### config.mk
export PLATFORM = sky130hd
export DESIGN_NAME = load_store_unit
export DESIGN_NICKNAME = d
export VERILOG_FILES = /design/src/rtl/load_store_unit.sv
export SDC_FILE = /design/constraint.sdc
export NUM_CORES = 1
export LEC_CHECK = 0
export CAP_MARGIN = 20
export CORE_AREA = 2 2 113 115
export CTS_CLUSTER_DIAMETER = 120
export DETAILED_ROUTE_END_ITERATION = 7
export DIE_AREA = 0 0 115 117
export PLACE_DENSITY = 0.86
export SYNTH_ARGS = -nofsm -noshare
export SYNTH_HDL_FRONTEND = slang
export SYNTH_SLANG_ARGS = --single-unit
### constraint.sdc
create_clock -name clk -period 4.42 [get_ports clk]
set_input_delay 0.442 -clock clk [delete_from_list [all_inputs] [get_ports clk]]
set_output_delay 0.442 -clock clk [all_outputs]
set_load 0.005 [all_outputs]
### src/rtl/load_store_unit.sv
`default_nettype none
// ============================================================================
// Module  : load_store_unit
// Brief   : Byte-addressed MIPS load/store front end for a word-only memory.
// Revision: 1.0
// ============================================================================
module load_store_unit #(
  parameter int ADDR_BITS = 8
) (
  input  logic        clk,
  input  logic        rst_n,
  input  logic        req_valid,
  output logic        req_ready,
  input  logic [5:0]  req_opcode,
  input  logic [31:0] req_addr,
  input  logic [31:0] req_wdata,
  output logic        resp_valid,
  output logic [31:0] resp_data,
  output logic        resp_err,
  output logic [5:0]  mem_opcode,
  output logic [31:0] mem_addr,
  output logic [31:0] mem_wdata,
  input  logic [31:0] mem_rdata
);

  localparam logic [5:0] c_OP_LB  = 6'b100000;
  localparam logic [5:0] c_OP_LH  = 6'b100001;
  localparam logic [5:0] c_OP_LW  = 6'b100011;
  localparam logic [5:0] c_OP_LBU = 6'b100100;
  localparam logic [5:0] c_OP_LHU = 6'b100101;
  localparam logic [5:0] c_OP_SB  = 6'b101000;
  localparam logic [5:0] c_OP_SH  = 6'b101001;
  localparam logic [5:0] c_OP_SW  = 6'b101011;

  localparam logic [5:0] c_MEM_IDLE  = 6'b000000;
  localparam logic [5:0] c_MEM_READ  = 6'b100011;
  localparam logic [5:0] c_MEM_WRITE = 6'b101011;

  typedef enum logic [1:0] {
    S_IDLE  = 2'd0,
    S_READ  = 2'd1,
    S_WRITE = 2'd2,
    S_RESP  = 2'd3
  } state_t;

  state_t      r_state, w_state_nxt;
  logic [5:0]  r_op, w_op_nxt;
  logic [1:0]  r_lane, w_lane_nxt;
  logic [15:0] r_wdata, w_wdata_nxt;
  logic [31:0] r_rdata, w_rdata_nxt;
  logic        r_err, w_err_nxt;
  logic [5:0]  w_mem_opcode_nxt;
  logic [31:0] w_mem_addr_nxt;
  logic [31:0] w_mem_wdata_nxt;

  logic [4:0]  w_shift;
  logic [7:0]  w_byte;
  logic [15:0] w_half;
  logic [31:0] w_mask;
  logic [31:0] w_ins;
  logic        unused_bits;

  function automatic logic req_is_err(input logic [5:0] op, input logic [1:0] a);
    case (op)
      c_OP_LB, c_OP_LBU, c_OP_SB: req_is_err = 1'b0;
      c_OP_LH, c_OP_LHU, c_OP_SH: req_is_err = a[0];
      c_OP_LW, c_OP_SW:           req_is_err = (a != 2'b00);
      default:                    req_is_err = 1'b1;
    endcase
  endfunction

  assign req_ready   = (r_state == S_IDLE);
  assign resp_valid  = (r_state == S_RESP);
  assign resp_data   = (r_state == S_RESP) ? r_rdata : 32'd0;
  assign resp_err    = (r_state == S_RESP) ? r_err : 1'b0;
  assign unused_bits = &{1'b0, req_addr[31:ADDR_BITS+2]};

  // Lane select and read-modify-write merge, little-endian byte order.
  assign w_shift = {r_lane, 3'b000};
  assign w_byte  = 8'(mem_rdata >> w_shift);
  assign w_half  = r_lane[1] ? mem_rdata[31:16] : mem_rdata[15:0];
  assign w_mask  = (r_op == c_OP_SB) ? (32'h0000_00FF << w_shift)
                                     : (32'h0000_FFFF << {r_lane[1], 4'b0000});
  assign w_ins   = (r_op == c_OP_SB) ? ({24'd0, r_wdata[7:0]} << w_shift)
                                     : ({16'd0, r_wdata} << {r_lane[1], 4'b0000});

  always_comb begin
    w_state_nxt      = r_state;
    w_op_nxt         = r_op;
    w_lane_nxt       = r_lane;
    w_wdata_nxt      = r_wdata;
    w_rdata_nxt      = r_rdata;
    w_err_nxt        = r_err;
    w_mem_opcode_nxt = c_MEM_IDLE;
    w_mem_addr_nxt   = mem_addr;
    w_mem_wdata_nxt  = mem_wdata;
    case (r_state)
      S_IDLE: begin
        w_rdata_nxt = 32'd0;
        w_err_nxt   = 1'b0;
        if (req_valid) begin
          w_op_nxt       = req_opcode;
          w_lane_nxt     = req_addr[1:0];
          w_wdata_nxt    = req_wdata[15:0];
          w_mem_addr_nxt = {{(32-ADDR_BITS){1'b0}}, req_addr[ADDR_BITS+1:2]};
          if (req_is_err(req_opcode, req_addr[1:0])) begin
            w_err_nxt   = 1'b1;
            w_state_nxt = S_RESP;
          end else if (req_opcode == c_OP_SW) begin
            w_mem_wdata_nxt  = req_wdata;
            w_mem_opcode_nxt = c_MEM_WRITE;
            w_state_nxt      = S_WRITE;
          end else begin
            w_mem_opcode_nxt = c_MEM_READ;
            w_state_nxt      = S_READ;
          end
        end
      end
      S_READ: begin
        case (r_op)
          c_OP_LB:  w_rdata_nxt = {{24{w_byte[7]}}, w_byte};
          c_OP_LBU: w_rdata_nxt = {24'd0, w_byte};
          c_OP_LH:  w_rdata_nxt = {{16{w_half[15]}}, w_half};
          c_OP_LHU: w_rdata_nxt = {16'd0, w_half};
          default:  w_rdata_nxt = mem_rdata;
        endcase
        if (r_op == c_OP_SB || r_op == c_OP_SH) begin
          w_rdata_nxt      = 32'd0;
          w_mem_wdata_nxt  = (mem_rdata & ~w_mask) | (w_ins & w_mask);
          w_mem_opcode_nxt = c_MEM_WRITE;
          w_state_nxt      = S_WRITE;
        end else begin
          w_state_nxt = S_RESP;
        end
      end
      S_WRITE: w_state_nxt = S_RESP;
      default: w_state_nxt = S_IDLE;
    endcase
  end

  always_ff @(posedge clk or negedge rst_n) begin
    if (!rst_n) begin
      r_state    <= S_IDLE;
      r_op       <= 6'd0;
      r_lane     <= 2'd0;
      r_wdata    <= 16'd0;
      r_rdata    <= 32'd0;
      r_err      <= 1'b0;
      mem_opcode <= c_MEM_IDLE;
      mem_addr   <= 32'd0;
      mem_wdata  <= 32'd0;
    end else begin
      r_state    <= w_state_nxt;
      r_op       <= w_op_nxt;
      r_lane     <= w_lane_nxt;
      r_wdata    <= w_wdata_nxt;
      r_rdata    <= w_rdata_nxt;
      r_err      <= w_err_nxt;
      mem_opcode <= w_mem_opcode_nxt;
      mem_addr   <= w_mem_addr_nxt;
      mem_wdata  <= w_mem_wdata_nxt;
    end
  end

endmodule
`default_nettype wire
Word-level counts from Yosys, hierarchy flattened:

Cells that the tools add are included.
Widths: inputs -> output; s select.

* word-level logic and storage cells: 76
* memories: 0
* RAM bits: 0
* output and inout bits: 105
* register bits after elaboration: 105
* bits of input ports: 105
* bits in latches: 0
* memory bits (read-only): 0

* mux-type cells: 28
* shift-type cells: 5
* divide/modulo/power cells: 0
* reductions and logical operators: 9
* order comparisons: 0
* add/subtract/negate cells: 0
* eq/ne operators: 21
* multiply operators: 0
* bitwise operators: 4

Operator list (count)
* $mux 32: 8
* $pmux 32 s2: 2
* $pmux 32 s4: 1
* $eq 6x6->1 const B: 14
* $and 32x32->32: 2
* $not 32->32: 1
* $or 32x32->32: 1
* $shl 16x5->32: 1
* $shl 16x5->32 const A: 1
* $shl 8x5->32: 1
* $shl 8x5->32 const A: 1
* $shr 32x5->8: 1
* $mux 6: 3
* $mux 16: 1
* $pmux 6 s2: 1
* $mux 1: 6
* $mux 2: 3
* $ne 2x2->1 const B: 3
* $pmux 2 s3: 1
* $reduce_or 3->1: 2
* $reduce_and 5->1: 1
* $eq 2x2->1 const B: 2
* $mux 4: 1
* $reduce_bool 2->1: 2
* other kinds (7): 7

Logic depth before layout (Yosys ltp):

* depth after elaboration: 8
* mapped depth: 9
* depth with buffers taken out: 6

Worst setup path after synthesis:

OpenSTA, ideal clock, no wires.

* kind: register -> register
* start: reg r_state[1]
* end: reg mem_wdata[31]
* data arrival time: 1.779 ns
* data required time: 4.295 ns
* cell stages (with the launch flop): 8
* slack: 2.517 ns
* buffers on the path: 1
* library setup time: 0.125 ns
* clock period less this slack: 1.903 ns
* path through: dfrtp_1 -> inv_1 -> ha_1 -> buf_4 -> nand2_1 -> a31oi_1 -> o221ai_1 -> mux2_2

* cells in the longest elaborated chain, start to end: 3
* elaborated cells between the ends (all ways): 9
* those cells by class: eq/ne: 5; mux: 1; reduce/logical: 3

Ends and longest elaborated chain
* from (decl): line 46 `state_t r_state, w_state_nxt;`
* from (signal assigned): line 153 `r_state <= w_state_nxt;`
* $eq 2x1->1 / $logic_not 2->1 (equally long branches): line 97 `case (r_state)`
* $ne 2x2->1 (no line), or another cell as far along
* $reduce_and 5->1 (no line)
* to (signal assigned): line 161 `mem_wdata <= w_mem_wdata_nxt;`
* to (decl): line 22 `output logic [31:0] mem_wdata,`

Several ways; a longest one is shown, not always the timed one.
A chain may end at the register's enable or synchronous reset.

Worst setup path after layout:

* start: reg r_state[0]
* end: out resp_data[25]

* cells in the longest elaborated chain, start to end: 2

Ends and longest elaborated chain
* $eq 2x2->1: line 74 `assign resp_data = (r_state == S_RESP) ? r_rdata : 32'd0;`
* $mux 32: line 74
* to (decl): line 18 `output logic [31:0] resp_data,`

Every way passes these cells.

==> qor.txt <==
Status: complete, no violations
Die Wd: 115 um
Share of cells above drive strength 1: 11.4%
Reg area: 2530 um^2
Final Hold Fails: 0
Largest net degree at the start of global routing: 66
RSZ-0062 raised after global routing: false
Dpl cells: 880
Worst-Margin Slew: 0.998 ns
Leakage: 3.13 nW
Post-route insts no fill: 898
Most frequent cells after synthesis: dfrtp_1 (101), o21ai_0 (71), nand2_1 (52), mux2_2 (46), and2_1 (36)
Area share of and/or/nand/nor cells after synthesis: 16.6%
Slew HR: 33.5%
Critical-path cell list: ha_1 > and2_1 > clkdlybuf4s50_1
Data required, critical path: 3.98 ns
Routed wire length: 18,500 um
CP max FO: 38
WHS: 0.186 ns
Dpl cell area: 7500 um^2
Clock latency on the worst-skew pair: 0.36 ns
Min cycle time layout: 2.81 ns
Mapped Cells: 614
Hold-fix buffers at CTS: 0
Post-DR wirelength/cell: 20.6 um
DRC violations left: 0
Final Power: 5.05 mW
Count leader, synth: dfrtp_1
Setup ws final: 1.61 ns
Util after Layout: 63.6%
Clock-pin slew on the worst setup and hold paths: 0.07 ns
First-pass GRT wire length: 28,200 um
Total core area: 12,300 um^2
Starting Density: 48.7%
CTS tree: done
Filler instances: 991
Crit Path Class: reg -> out
Synth Area in Adders: 0.834%
GRT Overall Usage: 27.3%
Initial antenna violation count: 0
Max VDD drop: 379 uV
Clock Tree Buf Depth: 2
Largest family of logic cells by synthesized area: compound AO/OA/AOI/OAI gates
Number of diodes: 0
Gpl congestion: 0.927
Total clock sinks: 101
CP max stage delay: 0.84 ns
Resized cells post-CTS: 0
Critical path arrival: 2.37 ns
Final setup viols: 0
CP max stage cell: ha_1
Sequential share of the synthesized area: 42.1%
Design Area, Final: 7840 um^2
Post-Route Skew: 0.0116 ns
Max Cap Viol: 0
YS warnings: 0
# H-tree levels: 3
Top-area cell type share of the netlist area: 42.1%
Yosys top cell by area: dfrtp_1
PortBufs: 161
Synthesized area: 6000 um^2
Core Rows: 41
Area grow syn2layout: 30.6%
CP Capture Type: output port
Proportion of synthesized area in mux cells: 11.0%
Grt ovf: 0
Setup WS pre-CTS: 1.18 ns
Top post-synthesis cells by area: dfrtp_1 (42%), mux2_2 (8.6%), o21ai_0 (5.9%)
Pwr/cell area: 644 nW/um^2
Drt pass-1 iters: 6
Multi-input gate area: 3100 um^2
Post-CTS Setup Inserts: 0
Number of flops mapped to enable cells by yosys: 0
Slew Viols, Final: 0
Die height: 117 um
Nets: 852
Period utilization: 63.7%
Num ports: 210
Vias in the first global route: 5,213
Mean Syn Cell Area: 9.77 um^2
Synth unique cells: 55
Achievable clock frequency: 355 MHz
Drt first-iter violations: 701
Complex-gate fraction of the synthesized area: 21.4%
Tightest Hold Check Type: in -> async
Number of synthesized register bits: 101
Vias per cell: 6.20
Post-synth top flop: dfrtp_1
Clock Root Buffer: clkbuf_16
Die ar.: 13,500 um^2
Async set or reset register ratio after synthesis: 100%
Detail Route Antenna Nets: 0
Startpoint Class: flip-flop
Dpl hpwl: 13,100 um
Final setup TNS: 0 ns
DR vias: 5,567
XOR/XNOR Fraction of Synth Area: 0%
CTS Buf Count: 9
[path summary, 6_finish.rpt]
| kind | end | cells past startpoint | slack [ns] | startpoint |
|---|---|---|---|---|
| max | resp_data[25] | 3 | 1.61 | r_state[0] |
| min | mem_opcode[1] | 1 | 0.19 | rst_n |
| max reg2reg | mem_wdata[31] | 7 | 1.62 | r_state[1] |
| min reg2reg | r_rdata[22] | 2 | 0.48 | r_rdata[22] |
| max in group asynchronous | r_op[0] | 2 | 3.21 | rst_n |
| min in group clk | r_rdata[22] | 2 | 0.48 | r_rdata[22] |
[per-layer routing]
metal	up-vias	global-route usage, %	routed length, um
met2	366	44.7	8850
met1	2683	35.3	7270
li1	2469	-	-
met4	0	9.72	517
met5	-	0	0
met3	49	7.11	1890
[cell type report]
class | instances | share of cell area (%)
timing repair buffer | 170 | 21.6
clock buffer | 11 | 3.23
multi-input combinational | 454 | 39.6
inverter | 7 | 0.335
tap | 150 | 2.40
clock inverter | 5 | 0.623
sequential | 101 | 32.3
[cells by family after synthesis]
kind of cell    Yosys count
simple gates            171
buf+inv                  84
compound gates          194
other cells               1
flops                   101
mux                      59
fa+ha+maj                 4
[power by group]
group          switching (mW)  leakage, nW  internal, mW  total [mW]
Clock                   0.381        0.150         0.425       0.807
Sequential              0.371         1.26          1.34        1.71
Combinational            1.29         1.72          1.24        2.53
[placed cells by master, fill, tap and decap left out, types with 16 or more instances in the layout]
cell	count
o21ai_1	26
dfrtp_1	101
clkdlybuf4s50_1	160
nand2_1	52
o21ai_0	71
a222oi_1	16
mux2_2	46
conb_1	26
nor2b_1	18
and2_1	36
[sequential cells by signal, indices dropped and copies added (netlist names)]
name        cells
r_err           1
r_op            6
r_wdata        16
mem_addr        8
mem_wdata      32
r_rdata        32
r_state         2
r_lane          2
mem_opcode      2
[critical path, delay by kind of cell, from the launching register on]
family        cells  cell delay (ns)
flops             1             0.41
buf+inv           1             0.52
fa+ha+maj         1             0.84
simple gates      1             0.24
Note: power is estimated with default switching activity, not from simulation.
